### config.mk
export PLATFORM = sky130hd
export DESIGN_NAME = imm_extend_unit
export DESIGN_NICKNAME = d
export VERILOG_FILES = /design/src/rtl/imm_extend_unit.sv
export SDC_FILE = /design/constraint.sdc
export NUM_CORES = 1
export LEC_CHECK = 0
export CORE_ASPECT_RATIO = 1.75
export CORE_MARGIN = 4
export CORE_UTILIZATION = 25
export DETAILED_ROUTE_END_ITERATION = 6
export PLACE_DENSITY_LB_ADDON = 0.12
export SLEW_MARGIN = 20
export SYNTH_ARGS = -nofsm -noshare
export SYNTH_HDL_FRONTEND = slang
export SYNTH_SLANG_ARGS = --single-unit
### constraint.sdc
create_clock -name clock -period 3 [get_ports clock]
set_input_delay 0.6 -clock clock [delete_from_list [all_inputs] [get_ports clock]]
set_output_delay 0.6 -clock clock [all_outputs]
set_load 0.02 [all_outputs]
### src/rtl/imm_extend_unit.sv
// rtl/imm_extend_unit.sv - immediate extension unit with 1-cycle registered output and skid entry
module imm_extend_unit #(
    parameter int IN_WIDTH   = 16,
    parameter int JUMP_WIDTH = 26,
    parameter int OUT_WIDTH  = 32
) (
    input  logic                  clock,
    input  logic                  reset_n,
    input  logic                  in_valid,
    output logic                  in_ready,
    input  logic [JUMP_WIDTH-1:0] value,
    input  logic [2:0]            mode,
    output logic                  out_valid,
    input  logic                  out_ready,
    output logic [OUT_WIDTH-1:0]  out_value,
    output logic                  out_err
);

    localparam logic [2:0] MODE_SIGN   = 3'b000;
    localparam logic [2:0] MODE_ZERO   = 3'b001;
    localparam logic [2:0] MODE_LUI    = 3'b010;
    localparam logic [2:0] MODE_BRANCH = 3'b011;
    localparam logic [2:0] MODE_JUMP   = 3'b100;

    logic [IN_WIDTH-1:0]  imm;
    logic [OUT_WIDTH-1:0] sign_ext;
    logic [OUT_WIDTH-1:0] jump_ext;
    logic [OUT_WIDTH-1:0] ext_value;
    logic                 ext_err;

    logic                 out_valid_q, out_valid_d;
    logic [OUT_WIDTH-1:0] out_value_q, out_value_d;
    logic                 out_err_q,   out_err_d;
    logic                 skid_full_q, skid_full_d;
    logic [OUT_WIDTH-1:0] skid_value_q, skid_value_d;
    logic                 skid_err_q,   skid_err_d;

    logic in_fire;
    logic out_free;

    always_comb begin
        imm       = value[IN_WIDTH-1:0];
        sign_ext  = {{(OUT_WIDTH-IN_WIDTH){imm[IN_WIDTH-1]}}, imm};
        jump_ext  = '0;
        jump_ext[JUMP_WIDTH-1:0] = value;
        ext_value = '0;
        ext_err   = 1'b0;
        case (mode)
            MODE_SIGN:   ext_value = sign_ext;
            MODE_ZERO:   ext_value = {{(OUT_WIDTH-IN_WIDTH){1'b0}}, imm};
            MODE_LUI:    ext_value = {imm, {(OUT_WIDTH-IN_WIDTH){1'b0}}};
            MODE_BRANCH: ext_value = sign_ext << 2;
            MODE_JUMP:   ext_value = jump_ext << 2;
            default:     ext_err   = 1'b1;
        endcase
    end

    // in_ready depends only on the skid flop, so out_ready never reaches it combinationally
    assign in_ready = ~skid_full_q;
    assign in_fire  = in_valid & ~skid_full_q;
    assign out_free = ~out_valid_q | out_ready;

    always_comb begin
        out_valid_d  = out_valid_q;
        out_value_d  = out_value_q;
        out_err_d    = out_err_q;
        skid_full_d  = skid_full_q;
        skid_value_d = skid_value_q;
        skid_err_d   = skid_err_q;
        if (out_free) begin
            if (skid_full_q) begin
                out_valid_d = 1'b1;
                out_value_d = skid_value_q;
                out_err_d   = skid_err_q;
                skid_full_d = 1'b0;
            end else if (in_fire) begin
                out_valid_d = 1'b1;
                out_value_d = ext_value;
                out_err_d   = ext_err;
            end else begin
                out_valid_d = 1'b0;
            end
        end else if (in_fire) begin
            skid_full_d  = 1'b1;
            skid_value_d = ext_value;
            skid_err_d   = ext_err;
        end
    end

    always_ff @(posedge clock or negedge reset_n) begin
        if (!reset_n) begin
            out_valid_q  <= 1'b0;
            out_value_q  <= '0;
            out_err_q    <= 1'b0;
            skid_full_q  <= 1'b0;
            skid_value_q <= '0;
            skid_err_q   <= 1'b0;
        end else begin
            out_valid_q  <= out_valid_d;
            out_value_q  <= out_value_d;
            out_err_q    <= out_err_d;
            skid_full_q  <= skid_full_d;
            skid_value_q <= skid_value_d;
            skid_err_q   <= skid_err_d;
        end
    end

    assign out_valid = out_valid_q;
    assign out_value = out_value_q;
    assign out_err   = out_err_q;

endmodule

==> results.py <==
metrics = {
    "sta": {
        "worst_pin_slew_ns": 0.7911,
        "period_needed_ns": 2.289,
        "rsz0062_at_grt": "no",
        "fin_skew_ns": 0.006599,
        "layout_setup_ws_ns": 0.7106,
        "setup_viol": 0,
        "fin_hold_ws_ns": 0.2839,
        "clock.fmax_mhz": 436.8,
        "finalCritPeriodShare_pct": 76.31,
        "drv_slew": 0,
        "slew_headroom_pct": 47.20,
        "hold_violations": 0,
        "tns_ns": 0,
    },
    "die": {
        "dieHeight_um": 172.3,
        "num_rows": 59,
        "ios": 68,
        "core_region_area_um2": 14990,
        "die_w_um": 101.9,
        "dieArea_um2": 17550,
        "initial_core_util_pct": 25.72,
    },
    "grt": {
        "gr-total-overflow": 0,
        "grt_pass1_wl_um": 20120,
        "grt_max_degree": 52,
        "grt_usage_pct": 15.01,
        "grt_antenna_before_repair": 0,
        "grt_pass1_vias": 3434,
    },
    "clocking": {
        "clock_path_buffers": 2,
        "cts_setup_buffers": 0,
        "cts_resized": 0,
        "clk_pin_slew_ns": 0.06,
        "htreeDepth": 3,
        "cts_tree": "built",
        "cts-root-buf": "clkbuf_16",
        "cts_sinks": 68,
        "cts_hold_buf": 0,
        "cts_inserted_buffers": 9,
        "clock_latency_ns": 0.34,
    },
    "place": {
        "dpl.hpwl_um": 8861,
        "io_buffers": 67,
        "routabilityCongestion": 0.7807,
        "pre_cts_ws_ns": 0.3442,
    },
    "pwr": {
        "worst_ir_drop_vdd_uv": 256.6,
        "p_leak_nw": 2.011,
        "power_frac_seq_pct": 37.8,
        "p_comb_share_pct": 25.3,
        "switching_share_pct": 30.04,
        "power_switching_mw": 0.9320,
        "power_density_nw_per_um2": 605.9,
        "power_frac_clock_pct": 36.9,
        "p_int_mw": 2.171,
    },
    "synth": {
        "ys.warnings.count": 0,
        "synth_area_per_cell_um2": 9.884,
        "synth_edf_count": 0,
        "synthDistinctLibCells": 38,
        "async_reset_ff_share_pct": 100.0,
        "synth_area_um2": 3855,
        "syn_inst": 390,
        "ys_seq_elements": 68,
        "synth-main-ff-cell": "dfrtp_1",
        "synth_seq_area_share_pct": 44.14,
        "syn-num-nets": 423,
    },
    "setup_path": {
        "rr_worst_depth": 4,
        "rr_startpoint": "skid_full_q",
        "arrival_ns": 1.69,
        "worst-setup-path-type": "reg -> out",
        "critPathLaunchType": "flip-flop",
        "end_kind": "output pin",
        "crit_chain": "inv_1 -> clkdlybuf4s50_1",
        "crit_required_ns": 2.40,
        "cp_max_fo": 11,
        "r2r_slack_ns": 1.05,
        "cp_slowest_stage_delay_ns": 0.63,
        "cpLargestDelayFamily": "buffers and inverters",
        "crit_buf_inv": 2,
        "cpMaxStageDelayCell": "clkdlybuf4s50_1",
        "worst_r2r_endpoint": "out_value[25]",
    },
    "detailed_routing": {
        "avgRoutedWirePerCell_um": 19.52,
        "dr.pass1.iters": 4,
        "num_vias": 3342,
        "drc": 0,
        "drt_iter0_drc": 135,
        "ant_nets": 0,
        "viasPerCell": 5.230,
        "routed_wl_um": 12470,
    },
    "finish": {
        "syn_to_final_growth_pct": 32.85,
        "fin_nets": 484,
        "drive_above_1_share_pct": 18.20,
        "final_common_cell": "dfrtp_1",
        "final_cell_mix": "dfrtp_1, clkdlybuf4s50_1, o21ai_0",
        "antennaDiodeCount": 0,
        "final_core_util_pct": 34.17,
    },
    "run": {
        "max_cap_viol_count": 0,
    },
    "min_path": {
        "hold_path_class": "in -> async",
    },
    "outcome": {
        "outcome": "completed",
    },
}
[power by group through the flow]
stage / Combinational, mW / Sequential (mW) / Clock (mW)
floorplan: 0.327 / 1.27 / 0
global placement: 0.795 / 1.19 / 0
detailed placement: 0.800 / 1.19 / 0
CTS: 0.803 / 1.18 / 1.17
global route: 0.865 / 1.20 / 1.21
finish: 0.786 / 1.17 / 1.14
[Yosys cell counts (all sizes together), types with 2 or more instances]
| cell | n | area [µm²] |
|---|---|---|
| a21oi | 4 | 20.02 |
| and4bb | 5 | 62.56 |
| o211ai | 12 | 95.09 |
| a2bb2oi | 2 | 17.52 |
| nand2b | 6 | 37.54 |
| buf | 16 | 105.1 |
| a31oi | 2 | 12.51 |
| o41ai | 6 | 52.55 |
| dfrtp | 68 | 1702 |
| nor4bb | 10 | 100.1 |
| clkbuf | 26 | 102.6 |
| and4b | 14 | 140.1 |
| a221oi | 12 | 167.7 |
| and2 | 3 | 18.77 |
| nand3 | 15 | 75.07 |
| a2111oi | 20 | 193.9 |
| nor3b | 7 | 62.56 |
| inv | 2 | 7.510 |
| o31ai | 10 | 75.07 |
| nor2 | 34 | 127.6 |
| mux2 | 17 | 191.4 |
| o21ai | 59 | 295.3 |
| nor3 | 4 | 20.02 |
| a22oi | 2 | 15.01 |
| nand2 | 28 | 105.1 |
| nor2b | 3 | 18.77 |
[worst max path at each step]
stage,start,endpoint,slack [ns],depth (start not counted)
after floorplan,mode[0],out_value[23],1.27,5
after global placement,mode[0],out_value[16],0.25,4
after detailed placement,mode[2],out_value[3],0.34,6
after CTS,skid_full_q,in_ready,0.67,2
after global routing,mode[2],out_value[3],0.57,6
final,skid_full_q,in_ready,0.71,2
[flip-flops by register name, indices dropped and copies added, names as in the netlist]
name,flops
out_value,32
skid_value_q,32
out_err,1
skid_err_q,1
skid_full_q,1
out_valid,1
[logic make-up after synthesis]
| logic type | count (synthesis) | synth area share [%] |
|---|---|---|
| multiplexers | 17 | 4.966 |
| AO/OA/AOI/OAI | 130 | 24.70 |
| flip-flops | 68 | 44.14 |
| AND/OR/NAND/NOR | 131 | 20.61 |
| buffers and inverters | 44 | 5.583 |
[cell type report]
type                       instances  area, µm²
clock buffer                       9      225.2
clock inverter                     7      91.34
fill                            1546       9864
inverter                           2      7.507
multi-input combinational        278       1963
sequential                        68       1702
tap                              183      229.0
timing repair buffer              92      903.4
[worst register-to-register path, cell delays in order (launching register included)]
cell and delay (ns):
dfrtp_1 0.53, inv_1 0.19, buf_4 0.26, nand3_1 0.48
o211ai_1 0.38
[metal layers]
layer / vias up / part of all wire [%] / global-route usage [%]
met2: 63 / 52 / 25.54
met3: 7 / 3.6 / 2.624
li1: 1610 / - / -
met5: - / 0 / 0
met4: 0 / 0.71 / 4.569
met1: 1662 / 44 / 19.32
[through the flow]
step,power (mW),cell area (µm²),instances
2_1_floorplan,1.597,3855,390
3_3_place_gp,1.983,4798,623
3_5_place_dp,1.991,4805,623
4_1_cts,3.151,5121,639
5_1_grt,3.272,5121,639
6_report,3.103,5121,639
(Power assumes the default switching activity.)
